--- src/rtl/kf8259_common_package.sv ---
// KF8259_Common_Package
//   Shared types, constants and helpers for the KF8259 interrupt controller
//   blocks.
//   - ack_state_t     : states of the INTA acknowledge sequencer
//   - OCW2_*          : OCW2 command encodings (R, SL, EOI = ocw2_data[7:5])
//   - index_to_one_hot: 3-bit level -> 8-bit one-hot mask
//   - one_hot_to_index: 8-bit one-hot mask -> 3-bit level
package KF8259_Common_Package;

  typedef enum logic [2:0] {
    IDLE    = 3'd0,
    PENDING = 3'd1,
    ACK1    = 3'd2,
    ACK2    = 3'd3,
    DONE    = 3'd4
  } ack_state_t;

  // OCW2 {R, SL, EOI} command field.
  localparam logic [2:0] OCW2_ROTATE_AEOI_CLEAR    = 3'b000;
  localparam logic [2:0] OCW2_NONSPECIFIC_EOI      = 3'b001;
  localparam logic [2:0] OCW2_NOP                  = 3'b010;
  localparam logic [2:0] OCW2_SPECIFIC_EOI         = 3'b011;
  localparam logic [2:0] OCW2_ROTATE_AEOI_SET      = 3'b100;
  localparam logic [2:0] OCW2_ROTATE_NONSPECIFIC   = 3'b101;
  localparam logic [2:0] OCW2_SET_PRIORITY         = 3'b110;
  localparam logic [2:0] OCW2_ROTATE_SPECIFIC      = 3'b111;

  // Value of priority_rotate meaning "no rotation" (IR7 lowest priority).
  localparam logic [2:0] NO_ROTATION = 3'b111;

  function automatic logic [7:0] index_to_one_hot(input logic [2:0] index);
    logic [7:0] one_hot;
    one_hot = 8'h00;
    one_hot[index] = 1'b1;
    return one_hot;
  endfunction

  // Inputs are expected to be one-hot; if several bits are set the highest
  // index wins.
  function automatic logic [2:0] one_hot_to_index(input logic [7:0] one_hot);
    logic [2:0] index;
    index = 3'd0;
    for (int i = 0; i < 8; i++) begin
      if (one_hot[i]) begin
        index = 3'(i);
      end
    end
    return index;
  endfunction

endpackage

--- src/rtl/kf8259_ack_sequencer.sv ---
// kf8259_ack_sequencer
//   Runs the two-pulse INTA acknowledge cycle of the 8259: raises INT while a
//   request is pending, freezes the winning level on the first INTA, latches
//   it into the in-service stage, drives the vector during the second INTA
//   and optionally issues the automatic EOI. It also decodes OCW2 EOI and
//   priority-rotation commands.
// Ports
//   clock                    : rising-edge clock
//   reset_n                  : asynchronous active-low reset
//   highest_level_request    : one-hot winning request (0 = none)
//   highest_level_in_service : one-hot highest level in service
//   interrupt_acknowledge_n  : synchronized INTA#, active-low
//   vector_base              : ICW2 T7..T3
//   auto_eoi                 : ICW4 AEOI
//   ocw2_write / ocw2_data   : one-cycle OCW2 strobe and byte
//   interrupt_to_cpu         : INT
//   latch_in_service         : one-cycle strobe latching 'interrupt'
//   interrupt                : frozen one-hot level being acknowledged
//   end_of_interrupt         : one-cycle EOI clear mask
//   priority_rotate          : lowest-priority level (3'b111 = none)
//   vector_out               : acknowledge vector
//   vector_out_enable        : vector drive enable
module kf8259_ack_sequencer
  import KF8259_Common_Package::*;
#(
  parameter int SPURIOUS_LEVEL = 7
) (
  input  logic       clock,
  input  logic       reset_n,
  input  logic [7:0] highest_level_request,
  input  logic [7:0] highest_level_in_service,
  input  logic       interrupt_acknowledge_n,
  input  logic [4:0] vector_base,
  input  logic       auto_eoi,
  input  logic       ocw2_write,
  input  logic [7:0] ocw2_data,
  output logic       interrupt_to_cpu,
  output logic       latch_in_service,
  output logic [7:0] interrupt,
  output logic [7:0] end_of_interrupt,
  output logic [2:0] priority_rotate,
  output logic [7:0] vector_out,
  output logic       vector_out_enable
);

  localparam logic [2:0] SPURIOUS_INDEX = 3'(SPURIOUS_LEVEL);

  ack_state_t state_reg;
  logic       inta_reg;
  logic [2:0] level_reg;
  logic       spurious_reg;

  logic       inta_fall;
  logic       inta_rise;
  logic       request_present;

  logic [2:0] ocw2_command;
  logic [2:0] ocw2_level;
  logic       ocw2_unused;
  logic [7:0] ocw2_eoi_mask;
  logic       ocw2_rotate_valid;
  logic [2:0] ocw2_rotate_level;
  logic [7:0] auto_eoi_mask;

  // Edges are seen in the first cycle the input differs from its copy.
  assign inta_fall       = inta_reg & ~interrupt_acknowledge_n;
  assign inta_rise       = ~inta_reg & interrupt_acknowledge_n;
  assign request_present = |highest_level_request;

  assign ocw2_command = ocw2_data[7:5];
  assign ocw2_level   = ocw2_data[2:0];
  // Bits 4:3 are fixed 00 in an OCW2 byte and carry no command information.
  assign ocw2_unused  = ^ocw2_data[4:3];

  always_comb begin
    ocw2_eoi_mask     = 8'h00;
    ocw2_rotate_valid = 1'b0;
    ocw2_rotate_level = NO_ROTATION;
    if (ocw2_write) begin
      case (ocw2_command)
        OCW2_NONSPECIFIC_EOI: begin
          ocw2_eoi_mask = highest_level_in_service;
        end
        OCW2_SPECIFIC_EOI: begin
          ocw2_eoi_mask = index_to_one_hot(ocw2_level);
        end
        OCW2_ROTATE_NONSPECIFIC: begin
          ocw2_eoi_mask = highest_level_in_service;
          // Nothing in service: no level is cleared, so nothing to rotate.
          if (|highest_level_in_service) begin
            ocw2_rotate_valid = 1'b1;
            ocw2_rotate_level = one_hot_to_index(highest_level_in_service);
          end
        end
        OCW2_ROTATE_SPECIFIC: begin
          ocw2_eoi_mask     = index_to_one_hot(ocw2_level);
          ocw2_rotate_valid = 1'b1;
          ocw2_rotate_level = ocw2_level;
        end
        OCW2_SET_PRIORITY: begin
          ocw2_rotate_valid = 1'b1;
          ocw2_rotate_level = ocw2_level;
        end
        default: begin
        end
      endcase
    end
  end

  // The automatic EOI is issued on the ACK2->DONE transition so that the
  // pulse is visible while the FSM sits in DONE.
  always_comb begin
    auto_eoi_mask = 8'h00;
    if ((state_reg == ACK2) && inta_rise && auto_eoi && !spurious_reg) begin
      auto_eoi_mask = interrupt;
    end
  end

  always_ff @(posedge clock or negedge reset_n) begin
    if (!reset_n) begin
      state_reg         <= IDLE;
      inta_reg          <= 1'b1;
      level_reg         <= 3'd0;
      spurious_reg      <= 1'b0;
      interrupt_to_cpu  <= 1'b0;
      latch_in_service  <= 1'b0;
      interrupt         <= 8'h00;
      end_of_interrupt  <= 8'h00;
      priority_rotate   <= NO_ROTATION;
      vector_out        <= 8'h00;
      vector_out_enable <= 1'b0;
    end else begin
      inta_reg         <= interrupt_acknowledge_n;
      latch_in_service <= 1'b0;
      // Auto-EOI and an OCW2 EOI landing in the same cycle are merged.
      end_of_interrupt <= ocw2_eoi_mask | auto_eoi_mask;
      if (ocw2_rotate_valid) begin
        priority_rotate <= ocw2_rotate_level;
      end

      case (state_reg)
        IDLE, PENDING: begin
          if (inta_fall) begin
            // First INTA: freeze the winner; an empty request is spurious
            // and reports SPURIOUS_LEVEL without touching in-service.
            state_reg        <= ACK1;
            interrupt        <= highest_level_request;
            latch_in_service <= request_present;
            spurious_reg     <= ~request_present;
            level_reg        <= request_present ? one_hot_to_index(highest_level_request)
                                                : SPURIOUS_INDEX;
            interrupt_to_cpu <= 1'b0;
          end else if (request_present) begin
            state_reg        <= PENDING;
            interrupt_to_cpu <= 1'b1;
          end else begin
            state_reg        <= IDLE;
            interrupt_to_cpu <= 1'b0;
          end
        end
        ACK1: begin
          if (inta_fall) begin
            state_reg         <= ACK2;
            vector_out        <= {vector_base, level_reg};
            vector_out_enable <= 1'b1;
          end
        end
        ACK2: begin
          if (inta_rise) begin
            state_reg         <= DONE;
            vector_out        <= 8'h00;
            vector_out_enable <= 1'b0;
          end
        end
        DONE: begin
          state_reg    <= IDLE;
          interrupt    <= 8'h00;
          spurious_reg <= 1'b0;
        end
        default: begin
          state_reg <= IDLE;
        end
      endcase
    end
  end

endmodule

--- config.mk ---
export PLATFORM = sky130hd
export DESIGN_NAME = kf8259_ack_sequencer
export DESIGN_NICKNAME = d
export VERILOG_FILES = /design/src/rtl/kf8259_common_package.sv /design/src/rtl/kf8259_ack_sequencer.sv
export SDC_FILE = /design/constraint.sdc
export NUM_CORES = 1
export LEC_CHECK = 0
export CORE_ASPECT_RATIO = 0.75
export CORE_UTILIZATION = 44
export DETAILED_ROUTE_END_ITERATION = 10
export PLACE_DENSITY = 0.84
export SYNTH_ARGS = -nofsm -noshare
export SYNTH_HDL_FRONTEND = slang
export SYNTH_SLANG_ARGS = --single-unit
--- constraint.sdc ---
create_clock -name clock -period 2.42 [get_ports clock]
set_clock_uncertainty 0.15 [all_clocks]
set_input_delay 0.605 -clock clock [delete_from_list [all_inputs] [get_ports clock]]
set_output_delay 0.605 -clock clock [all_outputs]
set_load 0.03 [all_outputs]
==> flow_metrics.env, run 1 <==
export IMPL_dr_pass1_iters=4
export IMPL_ys_seq_area_share_pct=54.6
export IMPL_synth_top_area_share_pct=48.6
export IMPL_hold_class="input port to asynchronous set/reset pin"
export IMPL_drt_total_wl_microns=4390
export IMPL_io_pins=64
export IMPL_cts_buffer_depth=2
export IMPL_grt_pass1_vias=1505
export IMPL_final_layout_size_suffix_gt1_share_pct=13.9
export IMPL_drv_cap=0
export IMPL_fillers=285
export IMPL_crit_path_top_delay_cell="clkdlybuf4s50_1"
export IMPL_drt_iter0_markers=82
export IMPL_start_util_pct=46.9
export IMPL_hpwl_microns=3340
export IMPL_power_density_nw_per_um2=981
export IMPL_overflow=0
export IMPL_crit_fanout=2
export IMPL_cp_required_ns=1.66
export IMPL_slew_headroom_pct=47.0
export IMPL_cp_top_family="buffers and inverters"
export IMPL_clock_sinks=38
export IMPL_fmax_ghz=0.449
export IMPL_cts_hold_buffers=0
export IMPL_core_area_sq_um=3730
export IMPL_grt_pass1_wl_microns=6960
export IMPL_ys_ff_latch=38
export IMPL_fin_nets=270
export IMPL_n_antenna_cell=0
export IMPL_fin_cells=289
export IMPL_rows=19
export IMPL_portBuffers=61
export IMPL_largestRegisters="end_of_interrupt (8), interrupt (8), vector_out (8)"
export IMPL_globalRouteTotalUtil_pct=22.4
export IMPL_synth_simple_area_share_pct=16.7
export IMPL_critical_path_class="flop to output port"
export IMPL_dpl_worst_slack_ns=-0.113
export IMPL_worstMarginPinSlew_ns=0.794
export IMPL_hold_viol=0
export IMPL_leakage_nw=1.16
export IMPL_whs_ns=0.246
export IMPL_finalMaxSlewViolations=0
export IMPL_synth_compound_area_share_pct=21.7
export IMPL_synth_xor_area_share_pct=0
export IMPL_vias=1572
export IMPL_cts_resized=0
export IMPL_dieArea_sq_um=4240
export IMPL_synth_top_family_by_area="compound AO/OA/AOI/OAI gates"
export IMPL_antenna_found_initial=0
export IMPL_ir_drop_mv=0.735
export IMPL_worstSetupStartpointType="flop"
export IMPL_synthArstFlopShare_pct=100
export IMPL_cp_startpoint="priority_rotate[2]$_DFFE_PN1P_"
export IMPL_vias_per_cell=5.44
export IMPL_area_delta_synth_final_pct=50.7
export IMPL_timing_final_crit_period_ns=2.23
export IMPL_synth_area_top_cells="dfrtp_1 49%, a22o_1 8.5%, dfstp_2 6.0%"
export IMPL_layout_setup_ws_ns=0.191
export IMPL_critPathCaptureType="output port"
export IMPL_clockRootBuffer="clkbuf_8"
export IMPL_yosys_area_top_type="dfrtp_1"
export IMPL_yosysWarnings=0
export IMPL_die_y_microns=56.6
export IMPL_worstPathCellList="clkdlybuf4s50_1"
export IMPL_clk_pin_slew_ns=0.08
export IMPL_die_w_microns=74.9
export IMPL_dp_cells=281
export IMPL_power_total_mw=2.59
export IMPL_drc=0
export IMPL_max_stage_delay_ns=0.66
export IMPL_syn_area_sq_um=1750
export IMPL_synth_cells=160
export IMPL_clk_latency_ns=0.29
export IMPL_htree_levels=2
export IMPL_arrival_ns=1.47
export IMPL_synth_enable_flop_cells=0
export IMPL_synth_commonest_cells="34 x dfrtp_1, 17 x a22o_1, 14 x nor2_1"
export IMPL_setup_violations=0
export IMPL_wl_per_cell_microns=15.2
export IMPL_tritoncts="yes"
export IMPL_syn_area_per_cell_sq_um=10.9
export IMPL_crit_buf_inv=1
export IMPL_synth_main_ff_cell="dfrtp_1"
export IMPL_rsz0062_at_grt="false"
export IMPL_numCtsBuffers=5
export IMPL_muxShareOfSynthArea_pct=3.64
export IMPL_synth_most_common_cell="dfrtp_1"
export IMPL_synth_nets=194
export IMPL_gp_congestion=0.987
export IMPL_post_cts_buffers=0
export IMPL_grt_start_max_net_pins=39
export IMPL_fin_util_pct=70.7
export IMPL_synthAdderAreaFrac_pct=0
export IMPL_r2r_start="inta_reg$_DFF_PN1_"
export IMPL_fin_crit_sh_pct=92.1
export IMPL_ant_nets=0
export IMPL_ys_types=40
export IMPL_status="finished clean"
## layout by cell type, fill, tap and decap left out, types with 2 or more instances in the layout
master           count
nor3b_1              2
o21ai_1              7
bufinv_16            2
clkdlybuf4s50_1     60
a31oi_1              3
inv_1                8
dfrtp_1             34
clkbuf_8             5
nor3_1               3
nand2b_1             3
a41oi_1              3
a21oi_1              4
nor2_1              14
nand2_1              9
or4_1                2
mux2_1               3
dfstp_2              4
a32o_1               2
o32a_1               2
nor2b_1              8
and3_1               2
buf_4               14
mux2i_1              3
a22o_1              17
o21ai_0              5
## where the power goes
group | leakage, nW | switching (mW) | internal (mW)
clock network | 0.0683 | 0.218 | 0.413
registers | 0.470 | 0.134 | 0.827
logic | 0.618 | 0.536 | 0.463
total | 1.16 | 0.888 | 1.70
## path summary, 6_finish.rpt
check / endpoint / slack [ns] / cells after the start
worst max-delay path: priority_rotate[2] / 0.19 / 1
worst min-delay path: vector_out[7]$_DFFE_PN0P_ / 0.25 / 1
worst max register to register: level_reg[0]$_DFFE_PN0P_ / 0.63 / 5
worst min register to register: vector_out_enable$_DFFE_PN0P_ / 0.34 / 1
max in group asynchronous: interrupt[0]$_DFFE_PN0P_ / 1.37 / 1
min in group clock: vector_out_enable$_DFFE_PN0P_ / 0.34 / 1
## final cells by class
type | instances | area [sq um] | area share [%]
Tap cell | 52 | 65.1 | 2.46
Timing Repair Buffer | 75 | 711 | 26.9
Clock buffer | 5 | 68.8 | 2.61
Sequential cell | 38 | 956 | 36.2
Multi-Input combinational cell | 107 | 737 | 27.9
Inverter | 9 | 33.8 | 1.28
Clock inverter | 3 | 68.8 | 2.61
## routing by layer
metal | share of wire (%) | routed length (microns) | GRT usage (%) | vias to the layer above
met3 | 5.8 | 255 | 7.00 | 6
li1 | - | - | - | 747
met5 | 0 | 0 | 0 | -
met4 | 1.0 | 46 | 8.09 | 0
met1 | 47 | 2050 | 30.6 | 760
met2 | 46 | 2040 | 33.2 | 59
## logic make-up after synthesis
family / count (synthesis)
AO/OA/AOI/OAI: 51
buffers and inverters: 15
flip-flops: 38
multiplexers: 6
AND/OR/NAND/NOR: 50
## stage by stage
stage	instance area, sq um	setup TNS [ns]
2_1_floorplan	1750	0
3_3_place_gp	2500	-0.256
3_5_place_dp	2500	-0.373
4_1_cts	2640	0
5_1_grt	2640	0
6_report	2640	0
Note: power is estimated with default switching activity, not from simulation.
==> run 2: changes to the inputs <==
--- a/config.mk
+++ b/config.mk
@@ -5,6 +5,7 @@
 export SDC_FILE = /design/constraint.sdc
 export NUM_CORES = 1
 export LEC_CHECK = 0
+export CAP_MARGIN = 20
 export CORE_ASPECT_RATIO = 0.75
 export CORE_UTILIZATION = 44
 export DETAILED_ROUTE_END_ITERATION = 10
==> results of run 2 <==
No change in the layout: final DEF, timing and power equal those of run 1.
==> run 3: changes to the inputs <==
--- a/config.mk
+++ b/config.mk
@@ -10,6 +10,7 @@
 export CORE_UTILIZATION = 44
 export DETAILED_ROUTE_END_ITERATION = 10
 export PLACE_DENSITY = 0.84
+export RECOVER_POWER = 100
 export SYNTH_ARGS = -nofsm -noshare
 export SYNTH_HDL_FRONTEND = slang
 export SYNTH_SLANG_ARGS = --single-unit
==> run 3 against run 2 <==
Effect of this change: utilization down 0.77 points; critical path type unchanged; power down 2.7%; largest power group is now registers; critical path depth unchanged.
==> flow_metrics.env, run 3 (synthesis results as in run 1) <==
export IMPL_fillers=288
export IMPL_setup_violations=0
export IMPL_fin_nets=270
export IMPL_numCtsBuffers=5
export IMPL_drt_total_wl_microns=4380
export IMPL_p_sw_uw=878
export IMPL_area_delta_synth_final_pct=49.1
export IMPL_critical_path_class="flop to output port"
export IMPL_p_seq_share_pct=37.7
export IMPL_dpl_worst_slack_ns=-0.113
export IMPL_fin_util_pct=70.0
export IMPL_cp_required_ns=1.66
export IMPL_hold_class="input port to asynchronous set/reset pin"
export IMPL_crit_fanout=2
export IMPL_switching_share_pct=34.8
export IMPL_hold_viol=0
export IMPL_dp_cells=281
export IMPL_antenna_found_initial=0
export IMPL_crit_path_top_delay_cell="dlygate4sd3_1"
export IMPL_io_pins=64
export IMPL_wl_per_cell_microns=15.1
export IMPL_worstPathCellList="dlygate4sd3_1"
export IMPL_htree_levels=2
export IMPL_worstSetupStartpointType="flop"
export IMPL_globalRouteTotalUtil_pct=22.4
export IMPL_hpwl_microns=3340
export IMPL_clk_latency_ns=0.29
export IMPL_die_y_microns=56.6
export IMPL_final_common_cell="dfrtp_1"
export IMPL_grt_pass1_wl_microns=6960
export IMPL_power_total_mw=2.52
export IMPL_largestRegisters="end_of_interrupt (8), interrupt (8), vector_out (8)"
export IMPL_clockRootBuffer="clkbuf_8"
export IMPL_gp_congestion=0.987
export IMPL_fin_crit_sh_pct=95.1
export IMPL_vias=1581
export IMPL_start_util_pct=46.9
export IMPL_cts_hold_buffers=0
export IMPL_power_density_nw_per_um2=965
export IMPL_drt_iter0_markers=87
export IMPL_p_int_mw=1.64
export IMPL_placed_cell_area_sq_um=2500
export IMPL_final_layout_size_suffix_gt1_share_pct=11.0
export IMPL_n_antenna_cell=0
export IMPL_cts_resized=0
export IMPL_cts_buffer_depth=2
export IMPL_status="finished clean"
export IMPL_rows=19
export IMPL_clk_pin_slew_ns=0.08
export IMPL_r2r_slack_ns=0.55
export IMPL_fin_cells=289
export IMPL_whs_ns=0.274
export IMPL_core_area_sq_um=3730
export IMPL_grt_pass1_vias=1505
export IMPL_crit_buf_inv=1
export IMPL_finalMaxSlewViolations=0
export IMPL_fin_area_sq_um=2610
export IMPL_reg2reg_depth=5
export IMPL_die_w_microns=74.9
export IMPL_grt_start_max_net_pins=39
export IMPL_post_cts_buffers=0
export IMPL_layout_common_cells="34 x dfrtp_1, 31 x dlygate4sd3_1, 29 x clkdlybuf4s50_1"
export IMPL_ant_nets=0
export IMPL_ir_drop_mv=0.731
export IMPL_clkPwrFrac_pct=25.1
export IMPL_drv_cap=0
export IMPL_max_stage_delay_ns=0.73
export IMPL_overflow=0
export IMPL_timing_final_crit_period_ns=2.30
export IMPL_setup_tns_ns=0
export IMPL_vias_per_cell=5.47
export IMPL_worstMarginPinSlew_ns=0.883
export IMPL_slew_headroom_pct=41.1
export IMPL_leakage_nw=1.19
export IMPL_arrival_ns=1.55
export IMPL_fmax_ghz=0.435
export IMPL_clock_sinks=38
export IMPL_tritoncts="yes"
export IMPL_power_frac_comb_pct=37.2
export IMPL_critPathCaptureType="output port"
export IMPL_layout_setup_ws_ns=0.119
export IMPL_dieArea_sq_um=4240
export IMPL_rsz0062_at_grt="false"
export IMPL_portBuffers=61
export IMPL_r2r_end="level_reg[0]$_DFFE_PN0P_"
export IMPL_r2r_start="inta_reg$_DFF_PN1_"
export IMPL_drc=0
export IMPL_cp_top_family="buffers and inverters"
export IMPL_dr_pass1_iters=4
## run 3: cell count changes in the layout (fill, tap and decap cells not counted), sizes merged
cell	previous run	this run
buf	15	11
clkbuf	5	9
clkdlybuf4s50	60	29
clkinv	1	2
dlygate4sd3	0	31
inv	9	8
## run 3: worst max-delay path by stage
stage | to | slack (ns) | cells after the start | start
4_1_cts | priority_rotate[2] | 0.18 | 1 | priority_rotate[2]$_DFFE_PN1P_
6_report | priority_rotate[2] | 0.12 | 1 | priority_rotate[2]$_DFFE_PN1P_
3_3_place_gp | priority_rotate[0]$_DFFE_PN1P_ | -0.09 | 6 | highest_level_in_service[6]
2_1_floorplan | priority_rotate[0]$_DFFE_PN1P_ | 0.40 | 5 | highest_level_in_service[6]
3_5_place_dp | priority_rotate[1]$_DFFE_PN1P_ | -0.11 | 6 | highest_level_in_service[6]
5_1_grt | level_reg[0]$_DFFE_PN0P_ | 0.06 | 6 | interrupt_acknowledge_n
## run 3: layout make-up
| type | instances | area [sq um] | area share, % |
|---|---|---|---|
| Sequential cell | 38 | 956 | 36.6 |
| Clock inverter | 3 | 68.8 | 2.64 |
| Multi-Input combinational cell | 107 | 719 | 27.6 |
| Tap cell | 52 | 65.1 | 2.49 |
| Inverter | 9 | 33.8 | 1.29 |
| Timing Repair Buffer | 75 | 699 | 26.8 |
| Clock buffer | 5 | 68.8 | 2.64 |
## run 3: metal layers
| metal | up-vias | share of wire, % | GRT usage, % | routed length (microns) |
|---|---|---|---|---|
| met2 | 66 | 47 | 33.2 | 2060 |
| met5 | - | 0 | 0 | 0 |
| met1 | 765 | 45 | 30.6 | 1980 |
| met3 | 6 | 6.5 | 7.00 | 283 |
| li1 | 744 | - | - | - |
| met4 | 0 | 1.1 | 8.09 | 46 |
## run 3: power by group through the flow
stage	registers (mW)	clock network, mW	logic [mW]
2_1_floorplan	1.25	0	0.239
3_3_place_gp	0.961	0	0.979
3_5_place_dp	0.969	0	0.998
4_1_cts	0.960	0.640	1.01
5_1_grt	0.975	0.673	0.996
6_report	0.950	0.632	0.938
